==> src/rtl/dice_game_ctrl.sv <==
// Two-player turn scheduler for a shared electronic dice.
// Handles roll requests from the player whose turn it is and holds the dice
// button for a bounded window. After the button falls it waits for the face
// to settle, then samples it and adds it to that player's score.
// Every output comes straight from a flop. Each output register is loaded
// from the next-state / next-value logic, so it describes the state the FSM
// is entering on that edge.
module dice_game_ctrl #(
  parameter int ROLL_MIN = 8,
  parameter int SETTLE   = 2,
  parameter int TARGET   = 20,
  parameter int SCORE_W  = 5
) (
  input  logic               clk,
  input  logic               rst,
  input  logic               game_reset,
  input  logic               req_a,
  input  logic               req_b,
  input  logic [2:0]         throw,
  output logic               dice_button,
  output logic               turn,
  output logic               busy,
  output logic [SCORE_W-1:0] score_a,
  output logic [SCORE_W-1:0] score_b,
  output logic [2:0]         last_throw,
  output logic               result_valid,
  output logic               winner_valid,
  output logic               winner
);

  localparam int RC_W = (ROLL_MIN > 1) ? $clog2(ROLL_MIN) : 1;
  localparam int SC_W = (SETTLE > 1) ? $clog2(SETTLE) : 1;
  localparam logic [RC_W-1:0]    ROLL_LAST   = RC_W'(ROLL_MIN - 1);
  localparam logic [SC_W-1:0]    SETTLE_LAST = SC_W'(SETTLE - 1);
  localparam logic [SCORE_W-1:0] TGT         = SCORE_W'(TARGET);

  typedef enum logic [2:0] {
    S_IDLE, S_ROLL, S_SETTLE, S_SAMPLE, S_DONE
  } state_t;

  state_t state, state_n;

  logic [RC_W-1:0]    roll_cnt, roll_cnt_n;
  logic [SC_W-1:0]    settle_cnt, settle_cnt_n;
  logic [SCORE_W-1:0] score_a_n, score_b_n;
  logic [2:0]         last_throw_n;
  logic               turn_n, winner_n, result_valid_n;

  // Helper terms for the current player
  logic               cur_req;
  logic               face_ok;
  logic [SCORE_W-1:0] cur_score;
  logic [SCORE_W:0]   sum;
  logic [SCORE_W-1:0] clamped;

  // Current player's request, face validity and clamped score sum
  always_comb begin
    cur_req   = turn ? req_b : req_a;
    face_ok   = (throw != 3'd0) && (throw != 3'd7);
    cur_score = turn ? score_b : score_a;
    // One extra bit so the sum cannot wrap before it is clamped
    sum       = (SCORE_W+1)'(cur_score) + (SCORE_W+1)'(throw);
    clamped   = (sum >= (SCORE_W+1)'(TARGET)) ? TGT : sum[SCORE_W-1:0];
  end

  // Next-state and next-value logic; game_reset overrides everything
  always_comb begin
    state_n        = state;
    roll_cnt_n     = roll_cnt;
    settle_cnt_n   = settle_cnt;
    score_a_n      = score_a;
    score_b_n      = score_b;
    last_throw_n   = last_throw;
    turn_n         = turn;
    winner_n       = winner;
    result_valid_n = 1'b0;

    case (state)
      S_IDLE: begin
        // Only the current player's request counts; the other is not queued
        if (cur_req) begin
          state_n    = S_ROLL;
          roll_cnt_n = '0;
        end
      end
      S_ROLL: begin
        // Hold the button for at least ROLL_MIN cycles. Keep holding it while
        // the player holds the request.
        if ((roll_cnt >= ROLL_LAST) && !cur_req) begin
          state_n      = S_SETTLE;
          settle_cnt_n = '0;
        end else if (roll_cnt < ROLL_LAST) begin
          // Saturate: only the ROLL_MIN-1 threshold matters
          roll_cnt_n = roll_cnt + 1'b1;
        end
      end
      S_SETTLE: begin
        if (settle_cnt == SETTLE_LAST) state_n = S_SAMPLE;
        else settle_cnt_n = settle_cnt + 1'b1;
      end
      S_SAMPLE: begin
        if (face_ok) begin
          if (turn) score_b_n = clamped;
          else      score_a_n = clamped;
          last_throw_n   = throw;
          result_valid_n = 1'b1;
          if (clamped == TGT) begin
            state_n  = S_DONE;
            winner_n = turn;
          end else begin
            state_n = S_IDLE;
            turn_n  = ~turn;
          end
        end else begin
          // A bad face triggers a re-roll for the same player with no request
          state_n    = S_ROLL;
          roll_cnt_n = '0;
        end
      end
      S_DONE: state_n = S_DONE;
      default: state_n = S_IDLE;
    endcase

    if (game_reset) begin
      state_n        = S_IDLE;
      roll_cnt_n     = '0;
      settle_cnt_n   = '0;
      score_a_n      = '0;
      score_b_n      = '0;
      last_throw_n   = '0;
      turn_n         = 1'b0;
      winner_n       = 1'b0;
      result_valid_n = 1'b0;
    end
  end

  // State, counters and scoring registers
  always_ff @(posedge clk or negedge rst) begin
    if (!rst) begin
      state        <= S_IDLE;
      roll_cnt     <= '0;
      settle_cnt   <= '0;
      score_a      <= '0;
      score_b      <= '0;
      last_throw   <= '0;
      turn         <= 1'b0;
      winner       <= 1'b0;
      result_valid <= 1'b0;
    end else begin
      state        <= state_n;
      roll_cnt     <= roll_cnt_n;
      settle_cnt   <= settle_cnt_n;
      score_a      <= score_a_n;
      score_b      <= score_b_n;
      last_throw   <= last_throw_n;
      turn         <= turn_n;
      winner       <= winner_n;
      result_valid <= result_valid_n;
    end
  end

  // State-decoded outputs, registered from the state being entered
  always_ff @(posedge clk or negedge rst) begin
    if (!rst) begin
      dice_button  <= 1'b0;
      busy         <= 1'b0;
      winner_valid <= 1'b0;
    end else begin
      dice_button  <= (state_n == S_ROLL);
      busy         <= (state_n == S_ROLL) || (state_n == S_SETTLE) ||
                      (state_n == S_SAMPLE);
      winner_valid <= (state_n == S_DONE);
    end
  end

endmodule
==> config.mk <==
export PLATFORM = sky130hd
export DESIGN_NAME = dice_game_ctrl
export DESIGN_NICKNAME = d
export VERILOG_FILES = /design/src/rtl/dice_game_ctrl.sv
export SDC_FILE = /design/constraint.sdc
export NUM_CORES = 1
export LEC_CHECK = 0
export ABC_AREA = 1
export BUFFER_PORTS_ARGS = -buffer_cell sky130_fd_sc_hd__buf_2
export CELL_PAD_IN_SITES_DETAIL_PLACEMENT = 1
export CELL_PAD_IN_SITES_GLOBAL_PLACEMENT = 1
export CORE_UTILIZATION = 38
export DETAILED_ROUTE_END_ITERATION = 10
export PLACE_DENSITY = 0.82
export SETUP_SLACK_MARGIN = 0.15
export SLEW_MARGIN = 20
export SYNTH_ARGS = -nofsm -noshare
export SYNTH_HDL_FRONTEND = slang
export SYNTH_SLANG_ARGS = --single-unit
==> constraint.sdc <==
create_clock -name clk -period 2.3 [get_ports clk]
set_input_delay 0.115 -clock clk [delete_from_list [all_inputs] [get_ports clk]]
set_output_delay 0.115 -clock clk [all_outputs]
set_load 0.01 [all_outputs]
==> results.yml, run 1 <==
synthesis:
  netlist.area_leader.share_pct: 41.5
  synth_top_area_cell: "dfrtp_1"
  synth.most_common_cell: "nand2_1"
  syn_nets: 208
  syn-mean-instance-area_sq_um: 8.09
  syn_inst: 194
  synth_area_sq_um: 1570
  ys_warn_count: 0
  synth_cell_type_count: 27
  synth-main-ff-cell: "dfrtp_1"
  synth-seq-cells: 26
  synth_area_leaders: "dfrtp_1, nand2_1, nand3_1"
  yosysSeqAreaShare_pct: 41.5
  async_flop_share_pct: 100
  synth_edf_count: 0
  synthTopCellsByCount: "nand2_1, dfrtp_1, inv_1"
route:
  ant_nets: 0
  dr.first_iter.drc_count: 46
  drc_errors: 0
  viasPerCell: 5.23
  avgRoutedWirePerCell_um: 17.5
  first_pass_iters: 4
  vias: 1463
  routed_wl_mm: 4.90
clock_tree:
  cts_buffers: 3
  path_clk_slew_ps: 90
  clkLatencyLatePin_ps: 270
  cts_root_buffer: "clkbuf_8"
  tritoncts: "yes"
  htreeDepth: 1
  clock_sinks: 26
  clk_path_buf_depth: 2
sta:
  final_hold_viol_count: 0
  max_slew_margin_pct: 60.6
  post-route-min-period_ps: 2240
  fin_worst_skew_ps: 5.64
  setup_viol: 0
  rsz0062_at_grt: "true"
  fmax_ghz: 0.446
  fin_crit_sh_pct: 97.4
  tns_ps: 0
  hold_ws_ps: 121
  worst_pin_slew_ps: 591
  maxSlewViolCount: 0
global_routing:
  grt_pass1_vias: 1493
  grt_pass1_wl_mm: 6.96
  grt_start_max_net_pins: 27
  antenna_found_initial: 0
  grt.overflow.total: 0
  track_usage_pct: 21.4
power:
  swShare_pct: 37.2
  clockPowerShare_pct: 20.0
  vdd_ir_drop_max_uv: 358
  p_comb_share_pct: 38.8
  p_sw_uw: 482
  finalPower_uw: 1290
  intPower_uw: 811
  power_density_nw_per_um2: 627
  seqPwrFrac_pct: 41.2
  cellLeakagePower_uw: 0.00104
critical_path:
  r2r-end: "winner$_DFFE_PN0P_"
  cp.arrival_ps: 2410
  r2r_setup_slack_ps: 60
  end_kind: "flop"
  cp.required_ps: 2470
  critPathMaxStageDelay_ps: 460
  critPathMaxFanout: 4
  ff2ff_path_depth: 12
  slowest_stage: "dfrtp_2"
  worstPathCellList: "clkinv_4 -> nand2_4 -> nand2_4 -> ha_4 -> inv_4 -> fa_2 -> o21ai_2 -> nand3_2 -> nand3_4 -> nand3_2 -> nand3_1 -> nand2_1"
  worstSetupPathType: "flop to flop"
  r2r-start: "turn$_DFFE_PN0P_"
  critPathLaunchType: "flop"
  critPathTopFamily: "simple AND/OR/NAND/NOR gates"
  crit_buf_inv: 2
min_path:
  min_path_type: "primary input to flop"
  hold_path_end: "settle_cnt$_DFFE_PN0P_"
  hp-start: "game_reset"
  whs_path_depth: 2
die:
  die_w_um: 66.3
  rows: 22
  dieHeight_um: 66.3
  pin_count: 27
  dieArea_sq_um: 4390
  initial_core_util_pct: 41.3
  core_area_sq_um: 3800
run_status:
  status: "finished, final reports clean"
flow_run:
  max-cap-violations: 0
cells_and_area:
  final_area_sq_um: 2060
  syn2layout_area_growth_pct: 31.4
  final_cell_count_no_fill: 280
  layout.nets: 248
  drive_gt1_share_pct: 41.8
  n_antenna_cell: 0
placement:
  hpwl_mm: 3.18
  io_buffer_count: 26
  dp.cells: 268
  placedInstanceArea_sq_um: 1760
  gp_congestion: 0.804
[stage by stage]
| step | setup slack (ps) | utilization, % |
|---|---|---|
| finish | 58.8 | 54.3 |
| global route | -5.90 | 54.3 |
| CTS | 166 | 48.7 |
| detailed placement | 39.3 | 46.3 |
| global placement | 140 | 46.3 |
| floorplan | 175 | - |
[state kept, by name, indices dropped and copies added (netlist names)]
name          flops
turn              1
score_b           5
winner_valid      1
last_throw        3
score_a           5
result_valid      1
settle_cnt        1
busy              1
winner            1
state             3
dice_button       1
roll_cnt          3
[power groups by stage]
stage	registers, uW	logic (uW)	clock network (uW)
finish	533	502	258
CTS	531	355	262
global route	539	546	279
global placement	539	327	0
floorplan	547	216	0
detailed placement	540	339	0
[cells by family (layout without fill, tap and decap cells)]
group                    after synthesis  in the layout  share of synthesized area (%)
AO/OA/AOI/OAI                         22             22                           8.29
XOR/XNOR                               1              1                          0.558
adder cells (fa/ha/maj)                6              6                           5.26
buffers and inverters                 32             70                           8.53
flip-flops                            26             26                           41.5
AND/OR/NAND/NOR                      107            107                           35.9
[routing by layer]
metal | up-vias | part of all wire (%) | track usage [%]
li1 | 701 | - | -
met3 | 14 | 3.1 | 4.14
met2 | 32 | 51 | 36.1
met4 | 0 | 3.4 | 5.59
met5 | - | 0 | 0
met1 | 716 | 43 | 27.7
[area by class of cell]
| class | count | area, sq um |
|---|---|---|
| clock buffer | 3 | 41.3 |
| fill | 464 | 1740 |
| inverter | 30 | 120 |
| multi-input combinational | 136 | 970 |
| sequential | 26 | 652 |
| tap | 48 | 60.1 |
| timing repair buffer | 37 | 219 |
[how the worst max path moves through the flow]
| stage | cells past startpoint | from | slack (ps) | end |
|---|---|---|---|---|
| 2_1_floorplan | 13 | turn$_DFFE_PN0P_ | 180 | turn$_DFFE_PN0P_ |
| 3_3_place_gp | 15 | turn$_DFFE_PN0P_ | 140 | turn$_DFFE_PN0P_ |
| 3_5_place_dp | 15 | turn$_DFFE_PN0P_ | 40 | turn$_DFFE_PN0P_ |
| 4_1_cts | 14 | turn$_DFFE_PN0P_ | 170 | turn$_DFFE_PN0P_ |
| 6_report | 12 | turn$_DFFE_PN0P_ | 60 | winner$_DFFE_PN0P_ |
| 5_1_grt | 12 | turn$_DFFE_PN0P_ | -6 | winner$_DFFE_PN0P_ |
[worst register-to-register path: stages, from the launching register on]
cell      delay (ps)
dfrtp_2          460
clkinv_4          90
nand2_4           50
nand2_4           80
ha_4             160
inv_4             40
fa_2             400
o21ai_2          190
nand3_2          190
nand3_4          180
nand3_2          130
nand3_1          100
nand2_1           70
[placed cells by master, fill, tap and decap left out, drive strengths merged]
cell	netlist	routed
nand2	60	60
buf	2	36
inv	30	29
nand3	27	27
dfrtp	26	26
o21ai	16	16
nor2	12	12
nand4	5	5
ha	5	5
a21oi	4	4
clkbuf	0	3
nor3	2	2
clkinv	0	1
a22oi	1	1
o211ai	1	1
or2	1	1
xor2	1	1
fa	1	1
dlygate4sd3	0	1
[repair_timing]
item	CTS	global route
hold endpoints to repair	26	0
pin swaps	1	16
setup endpoints to repair	14	14
hold buffers	1	0
buffers inserted	2	6
resized for setup	8	37
(Power assumes the default switching activity.)
==> inputs of run 2 (changes only) <==
ABC_AREA = default   (was 1)
PLACE_DENSITY = 0.79   (was 0.82)
==> run 2 against run 1 <==
  * Register-to-register slack improved by 50 ps
  * First-iteration DRC count increased by 28%
  * Largest power group unchanged
  * Global-route usage decreased by 0.51 points
  * Highest routed layer unchanged
==> results.yml, run 2 <==
run_status:
  status: "finished, final reports clean"
global_routing:
  track_usage_pct: 20.9
  grt.overflow.total: 0
  grt_pass1_vias: 1422
  grt_start_max_net_pins: 30
  antenna_found_initial: 0
  grt_pass1_wl_mm: 7.20
critical_path:
  critPathLaunchType: "flop"
  worstPathCellList: "mux2_4 -> ha_4 -> inv_2 -> fa_2 -> or2b_4 -> nor2_4 -> o32ai_4 -> nor3_4 -> mux2i_1"
  end_kind: "flop"
  cp.required_ps: 2500
  worstSetupPathType: "flop to flop"
  cp.arrival_ps: 2390
  critPathMaxFanout: 6
  slowest_stage: "dfrtp_2"
  critPathMaxStageDelay_ps: 450
power:
  vdd_ir_drop_max_uv: 240
  power_density_nw_per_um2: 412
  cellLeakagePower_uw: 0.000903
  p_comb_share_pct: 8.3
  finalPower_uw: 840
  intPower_uw: 641
  swShare_pct: 23.7
  clockPowerShare_pct: 36.0
  p_sw_uw: 199
  seqPwrFrac_pct: 55.7
synthesis:
  syn-mean-instance-area_sq_um: 9.52
  synth_top_area_cell: "dfrtp_1"
  synth_area_sq_um: 1650
  synth_cell_type_count: 45
  async_flop_share_pct: 100
  synth_area_leaders: "dfrtp_1, a21oi_1, mux2i_1"
  ys_warn_count: 0
  synth-main-ff-cell: "dfrtp_1"
  syn_nets: 187
  synthTopCellsByCount: "dfrtp_1, nor2_1, a21oi_1"
  netlist.area_leader.share_pct: 39.5
  yosysSeqAreaShare_pct: 39.5
  synth.most_common_cell: "dfrtp_1"
  syn_inst: 173
  synth-seq-cells: 26
  synth_edf_count: 0
clock_tree:
  path_clk_slew_ps: 90
  clk_path_buf_depth: 2
  cts_buffers: 3
  clock_sinks: 26
  tritoncts: "yes"
  cts_root_buffer: "clkbuf_8"
  htreeDepth: 1
  clkLatencyLatePin_ps: 270
die:
  core_area_sq_um: 4090
  rows: 23
  dieArea_sq_um: 4600
  dieHeight_um: 67.8
  initial_core_util_pct: 40.3
  pin_count: 27
  die_w_um: 67.8
route:
  dr.first_iter.drc_count: 59
  ant_nets: 0
  vias: 1436
  drc_errors: 0
  viasPerCell: 5.61
  first_pass_iters: 4
  routed_wl_mm: 4.53
  avgRoutedWirePerCell_um: 17.7
placement:
  hpwl_mm: 3.39
  placedInstanceArea_sq_um: 1880
  dp.cells: 248
  io_buffer_count: 26
  gp_congestion: 0.801
cells_and_area:
  drive_gt1_share_pct: 35.4
  n_antenna_cell: 0
  layout.nets: 221
  final_cell_mix: "buf_2, dfrtp_1, nor2_1"
  reg_top3: "score_a x5, score_b x5"
  final_cell_count_no_fill: 256
  syn2layout_area_growth_pct: 23.6
  fill_cells: 478
  final_common_cell: "buf_2"
  final_area_sq_um: 2040
sta:
  max_slew_margin_pct: 59.3
  fin_worst_skew_ps: 3.22
  final_hold_viol_count: 0
  rsz0062_at_grt: "true"
  worst_pin_slew_ps: 611
  fin_crit_sh_pct: 95.3
  fmax_ghz: 0.456
  post-route-min-period_ps: 2190
  setup_viol: 0
  maxSlewViolCount: 0
  hold_ws_ps: 122
  tns_ps: 0
flow_run:
  max-cap-violations: 0
min_path:
  min_path_type: "primary input to flop"
run 2: changes by cell type after synthesis, moves of 8 or more:
cell | previous run | this run
mux2i_1 | 0 | 8
nand3_1 | 18 | 3
nor2_1 | 9 | 18
nand2_1 | 53 | 14
inv_1 | 23 | 7
nand2b_1 | 0 | 8
a21oi_1 | 4 | 16
run 2: routing by layer:
metal	track usage, %	wire length, um	vias to the layer above
met1	27.7	2100	715
li1	-	-	687
met3	3.50	160	3
met2	36.4	2260	31
met4	2.34	10	0
met5	0	0	-
run 2: per-stage QoR:
| step | setup WS [ps] | util, % |
|---|---|---|
| after floorplan | -60.1 | - |
| after detailed placement | 3.24 | 46.0 |
| after global routing | -0.813 | 49.8 |
| after global placement | 98.2 | 46.0 |
| final | 108 | 49.8 |
| after CTS | 63.8 | 48.7 |
run 2: critical path: cells and delay by family (launching register included):
kind,cells,cell delay (ps)
mux,2,440
simple gates,3,610
fa+ha+maj,2,450
compound gates,1,140
flops,1,450
buf+inv,1,30
run 2: final timing paths:
kind	start	endpoint	slack, ps	depth (start not counted)
hold / removal	throw[2]	last_throw[2]$_DFFE_PN0P_	120	3
max in group asynchronous	rst	turn$_DFFE_PN0P_	1490	2
hold reg to reg	last_throw[2]$_DFFE_PN0P_	last_throw[2]$_DFFE_PN0P_	530	2
setup / recovery	turn$_DFFE_PN0P_	winner$_DFFE_PN0P_	110	9
min in group asynchronous	rst	busy$_DFF_PN0_	370	2
setup reg to reg	turn$_DFFE_PN0P_	winner$_DFFE_PN0P_	110	9
run 2: final cells by class:
type                       instances  area (sq um)  share of cell area [%]
multi-input combinational        132          1020                    50.2
sequential                        26           652                    32.0
timing repair buffer              37           219                    10.8
tap                               50          62.6                    3.07
clock buffer                       4          55.1                    2.70
inverter                           7          26.3                    1.29
run 2: kinds of logic after synthesis:
group | synth area share (%)
compound gates | 20.4
fa+ha+maj | 5.02
flops | 39.5
mux | 8.43
buf+inv | 4.18
simple gates | 22.5
run 2: power by group through the flow:
stage	Clock [uW]	Combinational, uW	Sequential, uW
final	303	69.7	467
after global routing	328	77.1	469
after CTS	311	68.4	467
after detailed placement	0	65.8	476
after global placement	0	61.0	476
after floorplan	0	36.6	474
run 2: timing repair:
item	in CTS	in global routing
resized for setup	6	8
pin swaps	9	7
endpoints found under the hold margin	26	0
hold buffers	1	0
buffers inserted	3	0
setup endpoints to repair	14	14
==> inputs of run 3 (changes only) <==
clock period = 2.05 ns   (was 2.3 ns; I/O delays follow)
==> run 3 against run 2 <==
  * The flow now finishes with violations (negative setup slack)
  * Cell area is 8.3% higher
  * Routed wire length is 20% higher
  * Via count is 5.6% higher
  * Largest cell class unchanged
==> results.yml, run 3 (synthesized netlist as in run 2, its figures left out) <==
run_status:
  status: "complete, but fails checks"
  violations: "negative setup slack"
sta:
  setup_viol: 14
  rsz0062_at_grt: "true"
  fmax_ghz: 0.432
  fin_worst_skew_ps: 4.63
  worst_pin_slew_ps: 621
  max_slew_margin_pct: 58.6
  setup_ws_ps: -263
  fin_crit_sh_pct: 113
  final_hold_viol_count: 0
  post-route-min-period_ps: 2310
  maxSlewViolCount: 0
critical_path:
  critPathLaunchType: "flop"
  cp.arrival_ps: 2480
  worstSetupPathType: "flop to flop"
  cp.required_ps: 2220
  path_depth: 9
  ff2ff_path_depth: 9
  r2r_setup_slack_ps: -260
  r2r-start: "turn$_DFFE_PN0P_"
  worstPathCellList: "mux2_4 -> ha_4 -> inv_2 -> fa_2 -> or2b_4 -> buf_6 -> a21oi_4 -> nor3_4 -> o21ba_1"
  r2r-end: "winner_valid$_DFF_PN0_"
  critPathMaxStageDelay_ps: 440
  critPathTopFamily: "adder cells"
  startpoint: "turn$_DFFE_PN0P_"
  end_kind: "flop"
  critPathMaxFanout: 6
  crit_end: "winner_valid$_DFF_PN0_"
  crit_buf_inv: 2
  slowest_stage: "dfrtp_2"
clock_tree:
  cts_buffers: 3
  clkLatencyLatePin_ps: 270
  tritoncts: "yes"
  htreeDepth: 1
  clock_sinks: 26
  path_clk_slew_ps: 100
  cts_root_buffer: "clkbuf_8"
  clk_path_buf_depth: 2
global_routing:
  track_usage_pct: 24.6
  grt_pass1_wl_mm: 8.31
  grt_pass1_vias: 1670
  grt.overflow.total: 0
  antenna_found_initial: 0
  grt_start_max_net_pins: 30
power:
  finalPower_uw: 956
  vdd_ir_drop_max_uv: 210
  power_density_nw_per_um2: 434
  cellLeakagePower_uw: 0.000968
cells_and_area:
  final_common_cell: "buf_2"
  layout.nets: 231
  n_antenna_cell: 0
  final_cell_count_no_fill: 266
  final_cell_mix: "buf_2, dfrtp_1, nor2_1"
  drive_gt1_share_pct: 41.7
  reg_top3: "score_a x5, score_b x5"
  syn2layout_area_growth_pct: 33.9
  post-route-util_pct: 53.9
  final_area_sq_um: 2200
die:
  initial_core_util_pct: 40.3
  dieHeight_um: 67.8
  rows: 23
  core_area_sq_um: 4090
  dieArea_sq_um: 4600
  pin_count: 27
  die_w_um: 67.8
route:
  m1WireLength_mm: 2.31
  dr.first_iter.drc_count: 90
  top_layer_used: "met4"
  avgRoutedWirePerCell_um: 20.4
  first_pass_iters: 4
  met2WireLength_mm: 2.81
  ant_nets: 0
  viasPerCell: 5.70
  drc_errors: 0
  vias: 1516
  routed_wl_mm: 5.43
  wl_met3_um: 196
placement:
  pre_cts_slack_ps: -243
  gp_congestion: 0.896
  dp.cells: 255
  hpwl_mm: 3.46
  placedInstanceArea_sq_um: 1930
  io_buffer_count: 26
flow_run:
  max-cap-violations: 0
min_path:
  min_path_type: "primary input to flop"
[run 3: layout make-up]
| type | count | area, sq um |
|---|---|---|
| flip-flops and latches | 26 | 654 |
| well taps | 50 | 62.6 |
| repair buffers | 47 | 314 |
| inverters | 7 | 28.8 |
| clock buffers | 4 | 55.1 |
| multi-input cells | 132 | 1090 |
| fillers | 483 | 1880 |
[run 3: metrics by stage]
| step | hold WS [ps] | TNS [ps] |
|---|---|---|
| finish | 126 | -3050 |
| global route | 125 | -4030 |
| CTS | 125 | -2400 |
| detailed placement | 147 | -2570 |
| global placement | 132 | -1690 |
| floorplan | -193 | -3140 |
[run 3: what timing repair did]
item / CTS / global route
endpoints found under the hold margin: 26 / 0
hold buffers: 1 / 0
resized for setup: 14 / 13
endpoints found under the setup margin: 17 / 18
setup buffers: 4 / 2
pin swaps: 11 / 14
[run 3: metal layers]
metal  track usage (%)  vias up
li1                  -      702
met1              29.6      753
met2              44.2       49
met3              3.33       12
met4              9.38        0
met5                 0        -
[run 3: how the worst min path moves through the flow]
stage / startpoint / to / slack [ps] / cells past startpoint
after floorplan: rst / busy$_DFF_PN0_ / -190 / 0
after global placement: rst / dice_button$_DFF_PN0_ / 130 / 1
after detailed placement: rst / dice_button$_DFF_PN0_ / 150 / 1
after CTS: throw[1] / last_throw[1]$_DFFE_PN0P_ / 130 / 3
after global routing: throw[1] / last_throw[1]$_DFFE_PN0P_ / 130 / 3
final: throw[0] / last_throw[0]$_DFFE_PN0P_ / 130 / 3
[run 3: power breakdown]
part / leakage, uW / switching [uW] / internal [uW]
sequential: 0.000354 / 3.89 / 518
clock: 0.0000288 / 170 / 172
combinational: 0.000586 / 57.0 / 35.7
total: 0.000968 / 231 / 726
[run 3: worst min-delay path: cells and delay by family]
family / cells / cell delay (ps)
buffers and inverters: 1 / 130
and+or+nand+nor: 1 / 70
AOI/OAI and AO/OA: 1 / 60
